--- config.mk ---
export PLATFORM = sky130hd
export DESIGN_NAME = data_mem_responder
export DESIGN_NICKNAME = d
export VERILOG_FILES = /design/src/rtl/mem_pkg.sv /design/src/rtl/mem_array.sv /design/src/rtl/data_mem_responder.sv
export SDC_FILE = /design/constraint.sdc
export NUM_CORES = 2
export LEC_CHECK = 0
export ABC_CLOCK_PERIOD_IN_PS = 3600
export BUFFER_PORTS_ARGS = -buffer_cell sky130_fd_sc_hd__buf_4
export CAP_MARGIN = 10
export CELL_PAD_IN_SITES_DETAIL_PLACEMENT = 0
export CELL_PAD_IN_SITES_GLOBAL_PLACEMENT = 2
export CORE_MARGIN = 2
export CORE_UTILIZATION = 30
export CTS_CLUSTER_DIAMETER = 120
export DETAILED_ROUTE_END_ITERATION = 8
export PLACE_DENSITY = 0.62
export SYNTH_ARGS = -nofsm -noshare
export SYNTH_HDL_FRONTEND = slang
export SYNTH_SLANG_ARGS = --single-unit
--- constraint.sdc ---
create_clock -name Clock -period 3.6 [get_ports Clock]
set_input_delay 0.54 -clock Clock [delete_from_list [all_inputs] [get_ports Clock]]
set_output_delay 0.54 -clock Clock [all_outputs]
set_load 0.03 [all_outputs]
--- src/rtl/mem_pkg.sv ---
// Shared definitions for the nRisc data-memory responder.
//   mem_state_t : responder FSM states
//   MEM_ADDR_W  : default address width
//   MEM_DATA_W  : default data word width
//   WAIT_W      : width of the wait-state counter (supports 0..15)
package mem_pkg;

  typedef enum logic [1:0] {
    IDLE    = 2'd0,
    BUSY    = 2'd1,
    DONE    = 2'd2,
    RELEASE = 2'd3
  } mem_state_t;

  localparam int MEM_ADDR_W = 8;
  localparam int MEM_DATA_W = 8;
  localparam int WAIT_W     = 4;

endpackage

--- src/rtl/mem_array.sv ---
// Storage array for the data-memory responder.
// Synchronous write, registered read, asynchronous clear of every word.
// Ports:
//   clk_i    : clock (rising edge)
//   rst_ni   : asynchronous active-low clear of the array and read register
//   we_i     : write strobe, commits wdata_i to addr_i at the edge
//   re_i     : read strobe, loads rdata_o from addr_i at the edge
//   addr_i   : word address, indexes the array directly
//   wdata_i  : write data
//   rdata_o  : registered read data, holds until the next read
module mem_array
  import mem_pkg::*;
#(
  parameter int ADDR_W = MEM_ADDR_W,
  parameter int DATA_W = MEM_DATA_W
) (
  input  logic              clk_i,
  input  logic              rst_ni,
  input  logic              we_i,
  input  logic              re_i,
  input  logic [ADDR_W-1:0] addr_i,
  input  logic [DATA_W-1:0] wdata_i,
  output logic [DATA_W-1:0] rdata_o
);

  localparam int DEPTH = 2 ** ADDR_W;

  logic [DEPTH-1:0][DATA_W-1:0] words;
  logic [DATA_W-1:0]            rdata_q;

  // One register per word so the whole array can be cleared by reset.
  for (genvar g = 0; g < DEPTH; g++) begin : g_word
    logic [DATA_W-1:0] word_q;

    always_ff @(posedge clk_i or negedge rst_ni) begin
      if (!rst_ni) begin
        word_q <= '0;
      end else if (we_i && (addr_i == ADDR_W'(g))) begin
        word_q <= wdata_i;
      end
    end

    assign words[g] = word_q;
  end

  always_ff @(posedge clk_i or negedge rst_ni) begin
    if (!rst_ni) begin
      rdata_q <= '0;
    end else if (re_i) begin
      rdata_q <= words[addr_i];
    end
  end

  assign rdata_o = rdata_q;

endmodule

--- src/rtl/data_mem_responder.sv ---
// Responder end of the nRisc data-memory bus.
// Accepts one read or write request, waits WAIT_STATES cycles, performs the
// access and raises Pronto for one cycle. A held request is serviced once.
// Ports:
//   Clock       : clock (rising edge)
//   reset       : asynchronous active-low reset, also clears the array
//   EscMem      : write request, held until Pronto is seen
//   LerMem      : read request, held until Pronto is seen
//   Endereco    : access address
//   EscreveDado : write data
//   LeDado      : registered read data, changes only on a completed read
//   Pronto      : one-cycle access-complete strobe
//   Erro        : strobe for both requests high in IDLE
module data_mem_responder
  import mem_pkg::*;
#(
  parameter int ADDR_W      = MEM_ADDR_W,
  parameter int DATA_W      = MEM_DATA_W,
  parameter int WAIT_STATES = 2
) (
  input  logic              Clock,
  input  logic              reset,
  input  logic              EscMem,
  input  logic              LerMem,
  input  logic [ADDR_W-1:0] Endereco,
  input  logic [DATA_W-1:0] EscreveDado,
  output logic [DATA_W-1:0] LeDado,
  output logic              Pronto,
  output logic              Erro
);

  localparam logic [WAIT_W-1:0] WAIT_LD = WAIT_W'(WAIT_STATES);

  mem_state_t        state_q;
  logic [WAIT_W-1:0] cnt_q;
  logic              wr_q;
  logic [ADDR_W-1:0] addr_q;
  logic [DATA_W-1:0] data_q;
  logic              pronto_q;
  logic              erro_q;

  logic              access_d;
  logic              mem_we_d;
  logic              mem_re_d;

  // The access happens on the last BUSY edge, using the latched request.
  assign access_d = (state_q == BUSY) && (cnt_q == '0);
  assign mem_we_d = access_d && wr_q;
  assign mem_re_d = access_d && !wr_q;

  always_ff @(posedge Clock or negedge reset) begin
    if (!reset) begin
      state_q  <= IDLE;
      cnt_q    <= '0;
      wr_q     <= 1'b0;
      addr_q   <= '0;
      data_q   <= '0;
      pronto_q <= 1'b0;
      erro_q   <= 1'b0;
    end else begin
      pronto_q <= 1'b0;
      erro_q   <= 1'b0;
      case (state_q)
        IDLE: begin
          if (EscMem && LerMem) begin
            // Ambiguous request: flag it and latch nothing.
            erro_q <= 1'b1;
          end else if (EscMem || LerMem) begin
            wr_q    <= EscMem;
            addr_q  <= Endereco;
            data_q  <= EscreveDado;
            cnt_q   <= WAIT_LD;
            state_q <= BUSY;
          end
        end
        BUSY: begin
          if (cnt_q != '0) begin
            cnt_q <= cnt_q - 1'b1;
          end else begin
            pronto_q <= 1'b1;
            state_q  <= DONE;
          end
        end
        DONE: begin
          // A request still high here is the one just serviced.
          state_q <= (EscMem || LerMem) ? RELEASE : IDLE;
        end
        RELEASE: begin
          if (!EscMem && !LerMem) begin
            state_q <= IDLE;
          end
        end
        default: state_q <= IDLE;
      endcase
    end
  end

  mem_array #(
    .ADDR_W(ADDR_W),
    .DATA_W(DATA_W)
  ) u_array (
    .clk_i  (Clock),
    .rst_ni (reset),
    .we_i   (mem_we_d),
    .re_i   (mem_re_d),
    .addr_i (addr_q),
    .wdata_i(data_q),
    .rdata_o(LeDado)
  );

  assign Pronto = pronto_q;
  assign Erro   = erro_q;

endmodule
### Yosys cells after proc, flatten, opt, wreduce, memory -nomap -nowiden

Cells that the tools add are included.

| storage, ports and cells | value |
|---|---|
| flip-flop bits (word level) | 2081 |
| input port bits | 20 |
| output and inout bits | 10 |
| logic and storage cells | 819 |

| operators by class | value |
|---|---|
| $add $sub $neg | 1 |
| magnitude comparators | 1 |
| equal/unequal tests | 263 |
| muxes and demuxes | 16 |
| bitwise operators | 1 |
| reductions and logical operators | 273 |

Operators by type and width:

| kind | count |
|---|---|
| $eq A8 B8 Y1 const B | 128 |
| $eq A8 B7 Y1 const B | 64 |
| $logic_and A1 B1 Y1 | 261 |
| $eq A8 B6 Y1 const B | 32 |
| $eq A8 B5 Y1 const B | 16 |
| $bmux W8 S8 | 1 |
| $eq A8 B4 Y1 const B | 8 |
| $eq A8 B3 Y1 const B | 4 |
| $eq A8 B2 Y1 const B | 2 |
| $mux W4 | 3 |
| $mux W2 | 5 |
| $lt A8 B9 Y1 const B | 1 |
| $eq A8 B1 Y1 const B | 1 |
| $logic_not A8 Y1 | 1 |
| $mux W8 | 1 |
| $ne A2 B2 Y1 const B | 4 |
| $pmux W2 S4 | 1 |
| $pmux W4 S2 | 1 |
| $reduce_and A4 Y1 | 2 |
| $eq A2 B2 Y1 const B | 2 |
| $logic_not A4 Y1 | 1 |
| $mux W1 | 4 |
| $reduce_bool A4 Y1 | 1 |
| $sub A4 B1 Y4 const B | 1 |
| 8 further kinds | 10 |

### Depth between registers and ports, before layout

| depth | value |
|---|---|
| word-level depth | 4 |
| mapped depth | 13 |
| gate-level depth less buffers | 9 |

### Hierarchy

Synthesis repeated with hierarchy kept, for this count alone.

| second synthesis, totals | value |
|---|---|
| cells, all modules | 6092 |
| area total of the unflattened synthesis | 94790.9 um^2 |

Modules (own cells, without submodules):

| module | times used | cells an instance | area each (um^2) | seq. area each (um^2) |
|---|---|---|---|---|
| mem_array | 1 | 6011 | 93689.9 | 51449.3 |
| data_mem_responder | 1 | 81 | 1101.1 | 625.6 |

### Least setup slack after synthesis

No wires, ideal clock.

| path | value |
|---|---|
| path kind | reg2reg |
| from | register addr_q[1] |
| to | register u_array.rdata_q[2] (netlist: u_array.rdata_o[2]) |
| library setup time | 135 ps |
| arrival time | 2495 ps |
| required time | 3465 ps |
| setup slack | 970 ps |
| stages on the path, launching flop included | 12 |
| buffers on the path | 4 |
| clock period less this slack | 2630 ps |
| cells stage by stage | dfrtp_1 -> buf_2 -> buf_4 -> buf_2 -> buf_2 -> mux2_2 -> o21ai_0 -> a21oi_1 -> o41ai_1 -> a31oi_1 -> o32ai_1 -> o41ai_1 |

| between the ends | value |
|---|---|
| cells in the longest elaborated chain, start to end | 2 |

RTL lines:

| item | line | source |
|---|---|---|
| from (decl) | data_mem_responder.sv:37 | `logic [ADDR_W-1:0] addr_q;` |
| from (signal assigned) | data_mem_responder.sv:70 | `addr_q <= Endereco;` |
| $bmux W8 S8 | mem_array.sv:50 | `rdata_q <= words[addr_i];` |
| $mux W8 (not written as such) | mem_array.sv:50 |  |
| to (signal assigned) | mem_array.sv:50 |  |
| to (decl) | mem_array.sv:29 | `logic [DATA_W-1:0] rdata_q;` |

No other way between the ends. The select of a mux whose other input is x is not followed.
A chain may end at the register's enable or synchronous reset.

### Worst setup path after layout

| path | value |
|---|---|
| from | register addr_q[3] |
| to | register u_array.rdata_q[7] (netlist: u_array.rdata_o[7]) |

The elaborated chain is that of the path after synthesis.

==> results.toml <==
[routing]
antenna_left = 0
wl_per_cell_um = 28.5
vias = 57100
via_per_inst = 5.21
drc = 0
drt_pre_antenna_iters = 7
routed_wl_mm = 312
first_iter_violations = 3710

[sta]
period_minus_slack_ns = 3.53
timing.final.ws_setup_ns = 0.0656
setup_viol = 0
final_hold_viol_count = 0
fin_crit_sh_pct = 98.2
report.final.slew_viol_count = 0
fmax_mhz = 283
max_slew.worst_pin.slew_ns = 1.22
skew_ns = 0.0632
tns_ns = 0
slew-limit-headroom_pct = 18.5

[floorplanning]
core-area_um2 = 317000
core.rowCount = 207
die_w_um = 568
dieArea_um2 = 323000
start_util_pct = 30.1
pin_count = 30
die_y_um = 568

[global_routing]
grt_pass1_vias = 60200
grt_overflow_total = 0
top_usage_layer = "met2"
grt_pass1_wl_mm = 455
met2_usage_pct = 30.7
grt_max_degree = 154
grt.met3_usage_pct = 2.73
globalRouteTotalUtil_pct = 19.2
gr-usage-met1_pct = 27.4
antenna_found_initial = 15

[place]
gp_routability_congestion = 0.813
postPlaceCellArea_um2 = 104000
post-place-ws_ns = -0.161
port_buffers = 29
dp_hpwl_mm = 207

[hold_path]
min_to = "addr_q[0]"
min_from = "Endereco[0]"
hp-class = "input pin to register"
whs_path_depth = 3

[worst_setup_path]
reg2reg_from = "addr_q[3]"
crit_chain = "nand2_1 > o21ai_0 > a21oi_1 > o41ai_1 > a311oi_2 > buf_4 > or4_1 > o32a_1"
end_kind = "register"
rr_endpoint = "u_array.rdata_o[7]"
path_class = "register to register"
cp_max_fo = 12
cp_slowest_cell = "dfrtp_4"
arrival_ns = 4.31
start_kind = "register"
cp.required_ns = 4.38
slowest_delay_ns = 0.67
r2r.worst_path.cells = 8
r2r_slack_ns = 0.07

[clocking]
clk_path_buf_depth = 4
numClockSinks = 2081
tritoncts = "built"
h-tree-depth = 4
clkTransAtPathRegs_ns = 0.06
clk-insertion-delay-late_ns = 0.90
cts-root-buf = "clkbuf_16"
numCtsBuffers = 234

[final_layout]
syn_to_final_growth_pct = 17.5
drive_above_1_share_pct = 54.7
fin_util_pct = 35.3
multi_input_area_um2 = 41300
ff_latch_area_um2 = 52100
finalInstanceArea_um2 = 112000
finalNetCount = 6611
nFillCells = 30200

[synth]
synth_ff_type = "dfrtp_1"
mappedNetlistNets = 6249
synth.distinct_cells = 70
yosys_register_bits = 2081
synth-seq-area-share_pct = 54.6
synth_area_leader_cell = "dfrtp_1"
synthArstFlopShare_pct = 100
synth-edff-count = 0
yosysTopAreaCellShare_pct = 54.6
syn_area_um2 = 95400
yosysWarnings = 0
syn_inst = 6226
synth.top_cells.by_area = "dfrtp_1 (55%), mux2_2 (25%), mux4_2 (11%), mux2i_1 (1.7%), clkbuf_1 (1.2%)"
syn_avg_cell_area_um2 = 15.3

[job]
drv_cap = 0

[power]
powerDensity_nw_per_um2 = 646
p_leak_nw = 52.4
ir_drop_mv = 0.554

[outcome]
status = "complete, no violations"
==> flip-flops by register name, indices dropped and copies added (netlist names) <==
register and cells:
Pronto 1, Erro 1, u_array.rdata_o 8, wr_q 1, u_array.g_word.word_q 2048, cnt_q 4
data_q 8, state_q 2, addr_q 8
==> area by class of cell <==
| cell class | instances | share of cell area [%] |
|---|---|---|
| antenna | 8 | 0.0179 |
| clock buffer | 360 | 6.19 |
| clock inverter | 61 | 0.636 |
| inverter | 12 | 0.0491 |
| multi-input combinational | 3654 | 36.8 |
| sequential | 2081 | 46.5 |
| tap | 4180 | 4.67 |
| timing repair buffer | 605 | 5.11 |
==> kinds of logic (layout without fill, tap and decap cells) <==
kind of cell / count (synthesis) / after routing / synth area share [%]
fa+ha+maj: 3 / 3 / 0.0393
mux: 2714 / 2714 / 37.4
compound gates: 282 / 282 / 2.16
simple gates: 653 / 653 / 3.50
flops: 2081 / 2081 / 54.6
xor+xnor: 2 / 2 / 0.0184
other cells: 0 / 8 / 0
buf+inv: 491 / 1038 / 2.32
==> worst max-delay path by stage <==
stage               startpoint                  to  slack, ns  cells past startpoint
floorplan            addr_q[1]  u_array.rdata_o[2]       0.97                     11
global placement     addr_q[0]  u_array.rdata_o[1]      -0.12                     10
detailed placement   addr_q[0]  u_array.rdata_o[1]      -0.16                     10
CTS                  addr_q[1]  u_array.rdata_o[1]       0.03                     10
global route         addr_q[3]  u_array.rdata_o[7]      -0.03                      8
finish               addr_q[3]  u_array.rdata_o[7]       0.07                      8
==> per-layer routing <==
| layer | routed length, µm | up-vias |
|---|---|---|
| li1 | - | 23900 |
| met1 | 143000 | 31600 |
| met2 | 146000 | 1267 |
| met3 | 14800 | 378 |
| met4 | 8190 | 2 |
| met5 | 13 | - |
==> cells in the mapped netlist, types with 10 or more instances <==
cell	count
mux2_2	2085
dfrtp_1	2081
mux4_2	471
clkbuf_1	312
nand2_1	221
mux2i_1	158
nor2_1	133
nor2_2	113
buf_2	84
buf_4	57
a22oi_1	46
nand3_1	46
a32oi_1	38
o21ai_0	35
nor2_4	34
a21oi_1	32
o22ai_1	23
nor3_1	20
buf_1	18
a31oi_1	16
nor2b_1	15
nand4_1	12
and3_1	11
inv_1	11
a211oi_1	10
a32o_1	10
==> where the power goes <==
group | switching [mW] | total [mW] | internal, mW
logic | 14.6 | 22.0 | 7.38
clock network | 10.1 | 24.0 | 13.9
registers | 1.93 | 26.4 | 24.5
total | 26.7 | 72.4 | 45.7
==> cells in the final DEF (no fill, tap or decap), types with 15 or more instances in the layout <==
cell,count
o22ai_1,23
a21oi_1,32
nor2_1,131
buf_4,498
clkinv_2,33
nand3_1,46
clkbuf_8,61
nand2_1,209
a31oi_1,15
clkbuf_1,65
mux4_2,471
o21ai_0,33
buf_12,90
nor2_4,36
nor2_2,113
a32oi_1,37
mux2_2,2085
dfrtp_1,2066
clkbuf_16,234
nor3_1,19
mux2i_1,158
a22oi_1,46
==> critical path: cells and delay by family (launching register included) <==
| kind | cells | cell delay, ns |
|---|---|---|
| and+or+nand+nor | 2 | 0.82 |
| buffers and inverters | 1 | 0.23 |
| DFF | 1 | 0.67 |
| AOI/OAI and AO/OA | 5 | 1.68 |
==> per-stage QoR <==
stage               hold WS (ns)  cells  total power, mW
floorplan                  0.244   6226             37.4
global placement           0.482  10500             48.7
detailed placement         0.487  10500             48.9
CTS                      0.00942  10900             73.3
global route              0.0254  11000             75.3
finish                    0.0734  11000             72.4
==> repair_timing <==
item                                   in CTS  in global routing
setup endpoints to repair                   3                  3
endpoints found under the hold margin     199                  0
pin swaps                                   0                  2
hold buffers                               14                  0
setup buffers                               4                  3
gates cloned                                0                  0
gates resized for setup                     5                  5
Note: power is estimated with default switching activity, not from simulation.
